File: config.mk
export PLATFORM = sky130hd
export DESIGN_NAME = seq_multiplier_8bit
export DESIGN_NICKNAME = d
export VERILOG_FILES = /design/src/rtl/seq_multiplier_8bit.sv
export SDC_FILE = /design/constraint.sdc
export NUM_CORES = 1
export LEC_CHECK = 0
export ABC_CLOCK_PERIOD_IN_PS = 2500
export BUFFER_PORTS_ARGS = -buffer_cell sky130_fd_sc_hd__buf_4
export CORE_AREA = 2 2 70 88
export DETAILED_ROUTE_END_ITERATION = 12
export DIE_AREA = 0 0 72 90
export GPL_TIMING_DRIVEN = 0
export HOLD_SLACK_MARGIN = 0.06
export PLACE_DENSITY = 0.86
export SYNTH_ARGS = -nofsm -noshare
export SYNTH_HDL_FRONTEND = slang
export SYNTH_SLANG_ARGS = --single-unit
export TNS_END_PERCENT = 1
File: constraint.sdc
create_clock -name clk -period 2.5 [get_ports clk]
set_input_delay 0.375 -clock clk [delete_from_list [all_inputs] [get_ports clk]]
set_output_delay 0.375 -clock clk [all_outputs]
set_load 0.05 [all_outputs]
File: src/rtl/seq_multiplier_8bit.sv
// seq_multiplier_8bit
//   Sequential shift-add multiplier producing a 2*WIDTH-bit product, one
//   partial-product step per clock. Supports unsigned and two's-complement
//   operands (tc). Sign-magnitude internally: magnitudes are multiplied and
//   the result is negated at the end when the operand signs differ.
// Ports
//   clk          in   clock, rising edge
//   rst          in   synchronous active-high reset
//   start        in   request, sampled only while idle
//   tc           in   1 = two's-complement operands, sampled with start
//   multiplicand in   operand A [WIDTH-1:0], sampled with start
//   multiplier   in   operand B [WIDTH-1:0], sampled with start
//   product      out  result [2*WIDTH-1:0], held until the next accepted start
//   busy         out  high in RUN and DONE
//   eop          out  one-cycle pulse in DONE
module seq_multiplier_8bit #(
  parameter int unsigned WIDTH = 8
) (
  input  logic               clk,
  input  logic               rst,
  input  logic               start,
  input  logic               tc,
  input  logic [WIDTH-1:0]   multiplicand,
  input  logic [WIDTH-1:0]   multiplier,
  output logic [2*WIDTH-1:0] product,
  output logic               busy,
  output logic               eop
);

  localparam int unsigned CW = $clog2(WIDTH + 1);

  typedef enum logic [1:0] {
    IDLE = 2'd0,
    RUN  = 2'd1,
    DONE = 2'd2
  } state_t;

  state_t               state_q, state_d;
  logic [WIDTH-1:0]     mcand_q, mcand_d;
  logic [WIDTH-1:0]     mplr_q, mplr_d;
  logic [WIDTH-1:0]     acc_q, acc_d;
  logic                 neg_q, neg_d;
  logic [CW-1:0]        cnt_q, cnt_d;
  logic [2*WIDTH-1:0]   product_q, product_d;

  logic [WIDTH:0]       sum;
  logic [WIDTH-1:0]     acc_step;
  logic [WIDTH-1:0]     mplr_step;
  logic [2*WIDTH-1:0]   mag;

  always_comb begin
    state_d   = state_q;
    mcand_d   = mcand_q;
    mplr_d    = mplr_q;
    acc_d     = acc_q;
    neg_d     = neg_q;
    cnt_d     = cnt_q;
    product_d = product_q;

    // One shift-add step; the carry out of the add is shifted into acc MSB.
    sum       = {1'b0, acc_q} + (mplr_q[0] ? {1'b0, mcand_q} : '0);
    acc_step  = sum[WIDTH:1];
    mplr_step = {sum[0], mplr_q[WIDTH-1:1]};
    mag       = {acc_step, mplr_step};

    unique case (state_q)
      IDLE: begin
        if (start) begin
          // Magnitude of the most negative value still fits as unsigned.
          mcand_d = (tc && multiplicand[WIDTH-1]) ? (~multiplicand + 1'b1) : multiplicand;
          mplr_d  = (tc && multiplier[WIDTH-1])   ? (~multiplier + 1'b1)   : multiplier;
          neg_d   = tc && (multiplicand[WIDTH-1] ^ multiplier[WIDTH-1]);
          acc_d   = '0;
          cnt_d   = CW'(WIDTH);
          state_d = RUN;
        end
      end
      RUN: begin
        acc_d  = acc_step;
        mplr_d = mplr_step;
        cnt_d  = cnt_q - 1'b1;
        if (cnt_q == CW'(1)) begin
          // Product takes the final step's result directly on the exit edge.
          product_d = neg_q ? (~mag + 1'b1) : mag;
          state_d   = DONE;
        end
      end
      DONE: begin
        state_d = IDLE;
      end
      default: begin
        state_d = IDLE;
      end
    endcase
  end

  always_ff @(posedge clk) begin
    if (rst) begin
      state_q   <= IDLE;
      mcand_q   <= '0;
      mplr_q    <= '0;
      acc_q     <= '0;
      neg_q     <= 1'b0;
      cnt_q     <= '0;
      product_q <= '0;
    end else begin
      state_q   <= state_d;
      mcand_q   <= mcand_d;
      mplr_q    <= mplr_d;
      acc_q     <= acc_d;
      neg_q     <= neg_d;
      cnt_q     <= cnt_d;
      product_q <= product_d;
    end
  end

  assign product = product_q;
  assign busy    = (state_q != IDLE);
  assign eop     = (state_q == DONE);

endmodule

==> results by group <==
Floorplanning
  • Core Region: 5700 um^2
  • Initial core utilization: 50.1%
  • Die Span Y: 90 um
  • Die area: 6480 um^2
  • Die width: 72 um
  • I/O pin cnt: 38
  • Row Count: 31

Pwr
  • VDD IR max: 0.245 mV
  • Overall power: 1.90 mW
  • Leakage: 1.35 nW
  • PwrDens: 547 nW/um^2

Setup path
  • Arrival time at the worst endpoint: 2640 ps
  • Setup crit end kind: flip-flop
  • CP Launch Type: flip-flop
  • Worst Path Required: 2690 ps
  • Crit path max fanout: 9
  • Critical path class: reg2reg
  • Critical Path Slowest Stage Cell: fa_2
  • Crit path from: mplr_q[0]
  • Bufs and invs on worst path: 0
  • R2r setup slk: 50 ps
  • Critical path's top delay family: adder cells
  • R2R Path Start: mplr_q[0]
  • Cell chain of the critical path: and2_1 > ha_2 > fa_2 > nor3_4 > and4_1 > o21ai_2 > a211oi_4 > a311o_1 > o211ai_2
  • Largest stage delay, worst path: 510 ps

Logic synthesis
  • Total number of yosys warnings: 0
  • Simple-Gate Fraction of Synth Area: 24.8%
  • Mapped Nets: 386
  • Main combinational cell family by area after synthesis: simple AND/OR/NAND/NOR gates
  • Post-synthesis sequential area ratio: 33.0%
  • Top cells by area, synth: dfxtp_1 33%, a21oi_1 6.1%, nor2_1 5.8%
  • Avg Cell Area, Syn: 8.11 um^2
  • Post-synth EDFFs: 0
  • Yosys reg bits: 47
  • Post-synthesis mux area share: 0.351%
  • Area leader, netlist: dfxtp_1
  • Netlist cell types: 57
  • Adder-cell share of the synthesized area: 6.40%
  • Syn Std Cell Area: 2860 um^2
  • Synth top area share: 33.0%
  • Post-synthesis xor/xnor area fraction: 7.32%
  • Post-synthesis compound-gate area fraction: 22.4%
  • Cell count after synthesis: 352
  • Asr flop ratio synth: 0%
  • Synth Flop Type: dfxtp_1

Global route
  • Grt ovf: 0
  • Initial antenna violation count: 0
  • Overall global routing resource usage: 22.3%
  • Pin count of the biggest net entering global routing: 17
  • Vias in the first global route: 2,597
  • Global-route wire length before repair: 11,800 um

STA
  • Fin Setup TNS: 0 ps
  • Period utilisation layout: 97.9%
  • Slew @ Worst Pin: 567 ps
  • Min Tclk post-route: 2450 ps
  • Final setup fails: 0
  • Final Hold Fails: 0
  • Achievable frequency: 409 MHz
  • RSZ-0062 raised after global routing: yes
  • Final clock skew: 5.05 ps
  • Slew headroom: 62.0%
  • Final slew viol count: 0

Clocking
  • Clock sinks: 47
  • Num CTS Buffers: 5
  • Cts hold-fix bufs: 0
  • Clock transition at the registers of the reported paths: 90 ps
  • Clk buf depth: 2
  • Clk_lat worst skew: 300 ps
  • CTS root buffer: clkbuf_8
  • CTS H-tree depth: 2
  • CTS tree: yes

Placement
  • Post-DP HPWL: 5150 um
  • Gpl congestion: 0.868
  • IO Port Bufs: 37

Drt
  • Total Routed Length: 7160 um
  • M1 WL: 2840 um
  • DRT iter0 DRCs: 226
  • Met2 wire length: 3750 um
  • Met3 wire len: 308 um
  • WL/cell: 15.3 um
  • Post-route DRC: 0
  • Highest routed layer: met4
  • Vias/cell: 5.86
  • Vias: 2,736
  • TritonRoute pass-1 iters: 4
  • Post-DRT Antenna Nets: 0

Cells and area
  • Nets: 434
  • Area Growth Syn to Fin: 21.4%
  • Filler cells: 475
  • Commonest cells after routing, fill and taps aside: 46 x dfxtp_1, 44 x nor2_1, 41 x buf_4
  • Antenna fix cells: 0
  • Most common cell after layout, fill and taps aside: dfxtp_1
  • Layout cells sized above 1: 20.9%

Status
  • Status: finished clean

Worst hold path
  • Min-delay src: rst
  • Min-Delay Path Class: in2reg

Job
  • Number of max-cap violations: 0
-- cells in the mapped netlist (all sizes together), types with 2 or more instances --
cell,number
ha,13
nand3b,2
a311oi,2
o21a,3
a22oi,5
o21bai,2
a221oi,2
nor2b,2
xnor2,8
clkbuf,15
o31ai,2
dfxtp,47
xor2,15
a21oi,36
and2,9
nor3,11
inv,14
nand3,16
o21ai,7
a31oi,6
or3,5
nor2,44
a21boi,2
a311o,2
nand2,38
buf,3
o211ai,3
and3,2
nor3b,3
nor4,6
a211oi,17
-- cell families after synthesis --
group                      count (synthesis)
and+or+nand+nor                          142
buffers and inverters                     32
AOI/OAI and AO/OA                         93
muxes                                      1
adders and majority gates                 14
xor gates and xnor gates                  23
DFF                                       47
-- worst register-to-register path, cell delays in order (launching register included) --
cell and delay [ps]:
dfxtp_4 380, and2_1 160, ha_2 230, fa_2 510, nor3_4 180, and4_1 230
o21ai_2 80, a211oi_4 240, a311o_1 240, o211ai_2 80
-- stage by stage --
stage | hold slack (ps) | worst slack (ps) | area (um^2) | instances | utilization, %
final | 290 | 53.6 | 3470 | 467 | 60.8
after global routing | 298 | -74.4 | 3470 | 467 | 60.8
after CTS | 288 | -31.9 | 3420 | 465 | 59.9
after detailed placement | 455 | -130 | 3220 | 455 | 56.4
after global placement | 441 | -56.7 | 3220 | 455 | 56.4
after floorplan | 432 | 139 | 2860 | 352 | -
-- routing by layer --
metal	GRT usage (%)	up-vias
li1	-	1343
met1	25.8	1283
met2	39.4	83
met3	3.25	27
met4	10.2	0
met5	0	-
-- worst paths after layout --
check	to	cells after the start
min	state_q[1]	2
min reg2reg	product[0]	2
max	product[15]	9
max reg2reg	product[15]	9
-- report_power, final --
part	switching, mW	internal [mW]	total (mW)
Sequential	0.0346	0.786	0.821
Combinational	0.244	0.155	0.398
Clock	0.271	0.406	0.677
-- area by class of cell --
| class | instances | area (um^2) | area share [%] |
|---|---|---|---|
| well taps | 66 | 82.6 | 2.38 |
| flip-flops and latches | 47 | 945 | 27.3 |
| plain buffers | 18 | 110 | 3.18 |
| clock buffers | 5 | 68.8 | 1.99 |
| multi-input cells | 273 | 1830 | 52.7 |
| inverters | 14 | 52.6 | 1.52 |
| repair buffers | 41 | 308 | 8.88 |
| clock inverters | 3 | 71.3 | 2.06 |
-- sequential cells by signal, summed over array words and instances (netlist names) --
signal	cells
cnt_q	4
state_q	2
acc_q	8
mcand_q	8
neg_q	1
product	16
mplr_q	8
-- what timing repair did --
action / 4_1_cts / 5_1_grt
buffers inserted: 2 / 2
endpoints found under the setup margin: 5 / 5
pin swaps: 2 / 5
resized for setup: 8 / 9
hold endpoints to repair: 0 / 0
Power figures use the tool's default switching activity.
